===== config.mk =====
export PLATFORM = sky130hd
export DESIGN_NAME = run_sequencer
export DESIGN_NICKNAME = d
export VERILOG_FILES = /design/src/rtl/run_seq_pkg.sv /design/src/rtl/core_done_latch.sv /design/src/rtl/run_sequencer.sv
export SDC_FILE = /design/constraint.sdc
export NUM_CORES = 1
export LEC_CHECK = 0
export BUFFER_PORTS_ARGS = -buffer_cell sky130_fd_sc_hd__buf_2
export CAP_MARGIN = 10
export CORE_UTILIZATION = 45
export DETAILED_ROUTE_END_ITERATION = 12
export MAX_ROUTING_LAYER = met4
export PLACE_DENSITY = 0.69
export SKIP_LAST_GASP = 1
export SLEW_MARGIN = 20
export SYNTH_ARGS = -nofsm -noshare
export SYNTH_HDL_FRONTEND = slang
export SYNTH_SLANG_ARGS = --single-unit
export TNS_END_PERCENT = 5

===== constraint.sdc =====
create_clock -name i_clock -period 2.5 [get_ports i_clock]
set_input_delay 0.25 -clock i_clock [delete_from_list [all_inputs] [get_ports i_clock]]
set_output_delay 0.25 -clock i_clock [all_outputs]
set_load 0.05 [all_outputs]

===== src/rtl/run_seq_pkg.sv =====
// Shared types and constants for the run sequencer.
package run_seq_pkg;

  // Sequencer phases.
  typedef enum logic [2:0] {
    StIdle,
    StCoreRst,
    StRun,
    StVga,
    StDone
  } run_state_e;

  // RUN-cycle counter type.
  typedef logic [31:0] count_t;

  // Saturation ceiling for the RUN-cycle counter.
  localparam count_t CountSat = 32'hFFFF_FFFF;

  // Increment that sticks at the ceiling instead of wrapping.
  function automatic count_t sat_inc(input count_t value);
    return (value == CountSat) ? value : value + 32'd1;
  endfunction

endpackage


===== src/rtl/core_done_latch.sv =====
// Sticky per-core completion flag: set by a qualified done, cleared on a new run or reset.
module core_done_latch (
  input  logic i_clock,
  input  logic i_reset,
  input  logic i_clear,
  input  logic i_set,
  output logic o_done
);

  logic r_done;

  // Clear has priority so a fresh run always starts with the flag low.
  always_ff @(posedge i_clock) begin
    if (i_reset || i_clear) begin
      r_done <= 1'b0;
    end else if (i_set) begin
      r_done <= 1'b1;
    end
  end

  assign o_done = r_done;

endmodule


===== src/rtl/run_sequencer.sv =====
// Sequences CPU cores through reset and run, then launches one VGA frame scan-out.
// Optional watchdog: define RUN_SEQ_WATCHDOG_EN to abort a RUN phase that exceeds
// TIMEOUT_CYCLES; without it o_timeout is tied low and no comparator exists.
module run_sequencer
  import run_seq_pkg::*;
#(
  parameter int unsigned NUM_CORES      = 2,
  parameter int unsigned WAIT_ALL       = 1,
  parameter int unsigned RST_CYCLES     = 4,
  parameter int unsigned TIMEOUT_CYCLES = 1000000
) (
  input  logic                 i_clock,
  input  logic                 i_reset,
  input  logic                 i_start,
  input  logic [NUM_CORES-1:0] i_core_done,
  output logic [NUM_CORES-1:0] o_core_rst,
  output logic [NUM_CORES-1:0] o_core_en,
  output logic                 o_vga_start,
  input  logic                 i_vga_done,
  output logic                 o_busy,
  output logic                 o_finished,
  output logic                 o_timeout,
  output logic [31:0]          o_cycle_count
);

  localparam logic [7:0] RstLast = 8'(RST_CYCLES - 1);

  run_state_e           r_state;
  run_state_e           w_state_d;
  logic [7:0]           r_rst_cnt;
  logic [7:0]           w_rst_cnt_d;
  count_t               r_count;
  count_t               w_count_d;
  count_t               w_count_inc;
  logic                 r_vga_start;
  logic                 w_vga_start_d;
  logic                 w_clear;
  logic                 w_run_exit;
  logic [NUM_CORES-1:0] w_latch_set;
  logic [NUM_CORES-1:0] w_latched;
  logic [NUM_CORES-1:0] w_done_now;

  // Per-core sticky done flags; only a done seen during RUN counts.
  for (genvar g = 0; g < NUM_CORES; g++) begin : g_latch
    assign w_latch_set[g] = (r_state == StRun) && i_core_done[g];

    core_done_latch u_latch (
      .i_clock (i_clock),
      .i_reset (i_reset),
      .i_clear (w_clear),
      .i_set   (w_latch_set[g]),
      .o_done  (w_latched[g])
    );
  end

  // Include this cycle's done so exit and latching happen on the same edge.
  assign w_done_now  = w_latched | i_core_done;
  assign w_run_exit  = (WAIT_ALL != 0) ? (&w_done_now) : (|w_done_now);
  assign w_count_inc = sat_inc(r_count);

`ifdef RUN_SEQ_WATCHDOG_EN
  logic r_timeout;
  logic w_timeout_d;
`endif

  // State and datapath registers.
  always_ff @(posedge i_clock) begin
    if (i_reset) begin
      r_state     <= StIdle;
      r_rst_cnt   <= '0;
      r_count     <= '0;
      r_vga_start <= 1'b0;
`ifdef RUN_SEQ_WATCHDOG_EN
      r_timeout   <= 1'b0;
`endif
    end else begin
      r_state     <= w_state_d;
      r_rst_cnt   <= w_rst_cnt_d;
      r_count     <= w_count_d;
      r_vga_start <= w_vga_start_d;
`ifdef RUN_SEQ_WATCHDOG_EN
      r_timeout   <= w_timeout_d;
`endif
    end
  end

  // Next-state and per-state outputs.
  always_comb begin
    w_state_d     = r_state;
    w_rst_cnt_d   = r_rst_cnt;
    w_count_d     = r_count;
    w_vga_start_d = 1'b0;
    w_clear       = 1'b0;
    o_core_rst    = '0;
    o_core_en     = '0;
    o_busy        = 1'b1;
    o_finished    = 1'b0;
`ifdef RUN_SEQ_WATCHDOG_EN
    w_timeout_d   = r_timeout;
`endif

    unique case (r_state)
      StIdle, StDone: begin
        o_busy     = 1'b0;
        o_finished = (r_state == StDone);
        o_core_rst = (r_state == StIdle) ? '1 : '0;
        if (i_start) begin
          w_state_d   = StCoreRst;
          w_rst_cnt_d = '0;
          w_count_d   = '0;
          w_clear     = 1'b1;
`ifdef RUN_SEQ_WATCHDOG_EN
          w_timeout_d = 1'b0;
`endif
        end
      end

      StCoreRst: begin
        o_core_rst = '1;
        if (r_rst_cnt == RstLast) begin
          w_state_d = StRun;
        end else begin
          w_rst_cnt_d = r_rst_cnt + 8'd1;
        end
      end

      StRun: begin
        o_core_en = ~w_latched;
        w_count_d = w_count_inc;
`ifdef RUN_SEQ_WATCHDOG_EN
        // Watchdog abort skips scan-out entirely.
        if (w_count_inc >= count_t'(TIMEOUT_CYCLES)) begin
          w_timeout_d = 1'b1;
          w_state_d   = StDone;
        end else if (w_run_exit) begin
          w_state_d     = StVga;
          w_vga_start_d = 1'b1;
        end
`else
        if (w_run_exit) begin
          w_state_d     = StVga;
          w_vga_start_d = 1'b1;
        end
`endif
      end

      StVga: begin
        // A done level on the launch cycle belongs to a previous frame.
        if (!r_vga_start && i_vga_done) begin
          w_state_d = StDone;
        end
      end

      default: begin
        w_state_d = StIdle;
      end
    endcase
  end

  assign o_vga_start   = r_vga_start;
  assign o_cycle_count = r_count;

`ifdef RUN_SEQ_WATCHDOG_EN
  assign o_timeout = r_timeout;
`else
  assign o_timeout = 1'b0;
`endif

endmodule


### Word level (Yosys, flattened, before mapping)

Index checks and enable logic that the tools add are counted.

* mux-type cells: 19
* $add $sub $neg: 2
* equal/unequal tests: 12
* bitwise logic cells: 3
* reduce and logical (&&, ||, !) cells: 14

Operator list (number)
* 32-bit two-way mux: 2
* 32-bit one-hot mux with 2 select lines: 1
* 32-bit by 1-bit adder with 32-bit output (second input constant): 1
* 32-bit == test (second input constant): 1
* 8-bit two-way mux: 2
* 8-bit one-hot mux with 2 select lines: 1
* 3-bit two-way mux: 4
* 2-bit != test (second input constant): 6
* 3-bit one-hot mux with 4 select lines: 1
* 8-bit by 1-bit adder with 8-bit output (second input constant): 1
* 8-bit by 2-bit == test with 1-bit output (second input constant): 1
* 3-bit by 2-bit == test with 1-bit output (second input constant): 2
* 3-bit AND reduction: 2
* 1-bit two-way mux: 5
* 2-bit two-way mux: 2
* 2-bit one-hot mux with 2 select lines: 1
* 4-bit AND reduction: 1
* 2-bit nonzero test: 2
* 2-bit OR reduction: 2
* 3-bit by 1-bit == test with 1-bit output (second input constant): 1
* 3-bit == test (second input constant): 1
* 1-bit logical AND: 3
* 3-bit zero test: 1
* 2-bit inverter: 1
* other kinds (5): 5

* input port bits: 6
* flip-flop bits (word level): 46
* output and inout port bits: 40
* word-level logic and storage cells: 56

### Longest topological paths before layout

* depth in word-level cells: 4
* gate-level depth with buffers: 7
* mapped depth without buffers: 6

### Cells and area by module

A second synthesis with hierarchy kept.

* cell total of the unflattened synthesis: 311
* area total of the unflattened synthesis: 2600.0 um2

Modules (own cells, without submodules)
* run_sequencer: times used 1, cells an instance 305, area each 2532.4 um2, sequential area each 880.8 um2
* core_done_latch: times used 2, cells an instance 3, area each 33.8 um2, sequential area each 20.0 um2

### Worst setup path before layout

No wires, ideal clock.

* path kind: reg-to-reg
* start: reg r_count[1], in the netlist o_cycle_count[1]
* end: reg r_count[18], in the netlist o_cycle_count[18]
* setup slack: 0.007 ns
* cell stages (with the launch flop): 8
* data required time: 2.423 ns
* arrival: 2.416 ns
* buffers on the path: 1
* library setup time: 0.077 ns
* period minus slack after synthesis: 2.493 ns
* cell sequence: dfxtp_1 > ha_1 > nand3_2 > or4_4 > o32ai_4 > buf_6 > o21ai_0 > o21ai_0

* word-level cells in the longest chain between the ends: 3
* elaborated cells between the ends (all ways): 6
* those cells by class: add/sub (1); eq/ne (2); mux (2); reduce/logical (1)

RTL lines
* from (decl): RTL line run_sequencer.sv:32 `count_t r_count;`
* from (signal assigned): RTL line run_sequencer.sv:79 `r_count <= w_count_d;`
* 32-bit by 1-bit adder with 32-bit output / 32-bit == test (equally long branches): RTL line run_seq_pkg.sv:21 `return (value == CountSat) ? value : value + 32'd1;`
* 32-bit two-way mux / 2-bit != test (equally long branches)
* 32-bit one-hot mux with 2 select lines / 3-bit AND reduction (equally long branches)

Several ways; a longest one is shown, not always the timed one. The select of a mux whose other input is x is not followed.
A chain may end at the register's enable or synchronous reset.

### Worst setup path after layout

* start: reg r_count[0], in the netlist o_cycle_count[0]
* end: reg r_count[15], in the netlist o_cycle_count[15]

Same word-level chain as after synthesis.

==> flow_summary.json <==
{
  "status": "finished clean",
  "avgViaCountPerCell": 5.88,
  "grt_pass1_vias": 2298,
  "synth_edf_count": 0,
  "hold_viol_final": 0,
  "drc": 0,
  "clk_pin_slew_ps": 90,
  "ff_latch_area_sq_um": 921,
  "routed_wl_mm": 6.81,
  "ir_worst_vdd_uv": 389,
  "ant_nets": 0,
  "yosysTopAreaCellShare": 0.359,
  "globalplace.congestion": 0.941,
  "post_cts_resized": 0,
  "yosysTopAreaCell": "dfxtp_1",
  "final_area_sq_um": 3090,
  "worstPathArrival_ps": 2460,
  "synth_seq_cells": 46,
  "die-width_microns": 77.5,
  "drive_gt1_frac": 0.216,
  "power.density_nw_per_um2": 591,
  "crit_required_ps": 2700,
  "row_count": 27,
  "dieArea_sq_um": 6010,
  "root_buffer": "clkbuf_8",
  "drtIter0Drc": 208,
  "cp_max_fo": 10,
  "start_util": 0.466,
  "grt_pass1_wl_mm": 11.3,
  "syn_inst": 329,
  "synth.area.top_cells": "dfxtp_1 36%, nor2_1 6.1%, nand4_1 5.1%, a21oi_1 4.5%, nand2_1 4.1%",
  "ys.flop_type": "dfxtp_1",
  "drv_slew": 0,
  "worst_pin_slew_ps": 984,
  "skew_ps": 9.84,
  "grt_usage": 0.241,
  "syn_nets": 337,
  "syn-mean-instance-area_sq_um": 7.80,
  "syn2layout_area_growth_pct": 20.4,
  "ys_types": 48,
  "htree_num_levels": 2,
  "drtPass1Iterations": 4,
  "antenna_found_initial": 0,
  "clockBufferDepth": 2,
  "multi_input_area_sq_um": 1540,
  "critPathKind": "reg2reg",
  "setup_viol": 0,
  "relSlewSlack": 0.341,
  "placed_cell_area_sq_um": 2950,
  "ys_warn_count": 0,
  "cp_slowest_stage_delay_ps": 490,
  "nets": 392,
  "die_y_microns": 77.5,
  "clock_latency_ps": 300,
  "crit_path_top_delay_cell": "nor4_2",
  "clkSinkCount": 46,
  "p_leak_nw": 1.17,
  "cts_tree": "done",
  "crit_chain": "ha_1, nand3_2, nor4_2, a31oi_1, a311oi_1",
  "maxCapViolCount": 0,
  "io_pins": 46,
  "dp_hpwl_mm": 4.87,
  "worstSetupStartpointType": "flip-flop",
  "critPathCaptureType": "flip-flop",
  "ys_seq_area_frac": 0.359,
  "cts_setup_buffers": 0,
  "vias": 2686,
  "rsz0062_at_grt": "false",
  "cts_buffers": 5,
  "fin_crit_sh": 0.903,
  "hold_path.class": "in2reg",
  "cts_hold_buf": 0,
  "period_needed_ps": 2260,
  "grt_max_degree": 23,
  "syn_area_sq_um": 2570,
  "port_buffers": 44,
  "async_reset_ff_frac": 0,
  "fillers": 536,
  "n_antenna_cell": 0,
  "overflow": 0,
  "tns_ps": 0,
  "max_clock_freq_mhz": 443,
  "wl_per_cell_microns": 14.9,
  "coreArea_sq_um": 5510
}
## critical path, delay by kind of cell, from the launching register on
family | cells | cell delay (ps)
AO/OA/AOI/OAI | 2 | 820
adder cells (fa/ha/maj) | 1 | 240
flip-flops | 1 | 410
AND/OR/NAND/NOR | 2 | 690
## registers in the layout, summed over array words and instances, names as in the netlist
signal,cells
g_latch.u_latch.o_done,2
o_cycle_count,32
o_vga_start,1
r_rst_cnt,8
r_state,3
## metal layers
metal	track usage	up-vias	wire length, microns
met1	0.330	1240	3260
met2	0.368	87	3040
met3	0.0400	10	402
li1	-	1349	-
met4	0.0623	0	100
met5	-	-	0
## placed cells by master, fill, tap and decap left out, types with 8 or more instances in the layout
cell type / synthesis / layout
a21oi_1: 23 / 23
a31oi_1: 8 / 8
buf_2: 2 / 44
buf_4: 3 / 19
dfxtp_1: 46 / 46
inv_1: 9 / 9
nand2_1: 28 / 28
nand3_1: 20 / 20
nand4_1: 21 / 21
nor2_1: 42 / 42
nor3_1: 12 / 12
o21ai_0: 16 / 16
## cell usage after synthesis (2+ instances only)
cell / n
nor3_1: 12
and3_1: 5
a2111oi_0: 2
ha_1: 2
nand3_1: 20
a211oi_1: 5
a22o_1: 3
clkbuf_1: 8
a31oi_1: 8
and2_1: 3
dfxtp_1: 46
a21o_1: 3
a311oi_1: 6
nor2_1: 42
a21oi_1: 23
or4_1: 3
nand4_1: 21
mux2i_1: 6
nand3_2: 3
inv_1: 9
nand4b_1: 2
or3_1: 7
buf_4: 3
and4_1: 3
nor4_1: 5
xnor2_1: 5
nand3b_1: 5
a31o_2: 2
buf_2: 2
nand2_1: 28
o21ai_0: 16
nand2b_1: 5
## power by group
group / total, mW / switching [mW] / internal [mW]
Clock: 0.682 / 0.255 / 0.426
Sequential: 0.769 / 0.0228 / 0.746
Combinational: 0.376 / 0.268 / 0.108
## per-stage QoR
stage | utilization | hold WS, ps | cells | total power, mW | worst slack (ps)
6_report | 0.561 | 192 | 457 | 1.83 | 242
5_1_grt | 0.561 | 206 | 457 | 1.91 | 29.6
4_1_cts | 0.561 | 187 | 457 | 1.84 | 270
3_5_place_dp | 0.535 | 492 | 449 | 1.16 | 285
3_3_place_gp | 0.535 | 478 | 449 | 1.15 | 341
2_1_floorplan | - | 389 | 329 | 1.08 | 6.91
## cell families after synthesis
logic type | Yosys count | share of synthesized area
DFF | 46 | 0.359
buffers and inverters | 24 | 0.0434
adders and majority gates | 2 | 0.00975
xor gates and xnor gates | 5 | 0.0171
other | 1 | 0.00146
AOI/OAI and AO/OA | 75 | 0.194
muxes | 7 | 0.0278
and+or+nand+nor | 169 | 0.347
## final timing paths
kind / slack [ps] / depth (start not counted) / from / endpoint
worst max-delay path: 240 / 5 / o_cycle_count[0] / o_cycle_count[15]
worst min-delay path: 190 / 3 / i_core_done[0] / g_latch[0].u_latch.o_done
worst max register to register: 240 / 5 / o_cycle_count[0] / o_cycle_count[15]
worst min register to register: 500 / 2 / o_cycle_count[29] / o_cycle_count[29]
## cell type report
| cell class | instances | share of cell area |
|---|---|---|
| inverter | 9 | 0.0109 |
| multi-input combinational | 259 | 0.498 |
| clock buffer | 6 | 0.0267 |
| timing repair buffer | 63 | 0.117 |
| sequential | 46 | 0.298 |
| tap | 72 | 0.0291 |
| clock inverter | 2 | 0.0194 |
No activity file was read; power rests on OpenSTA's default activity.
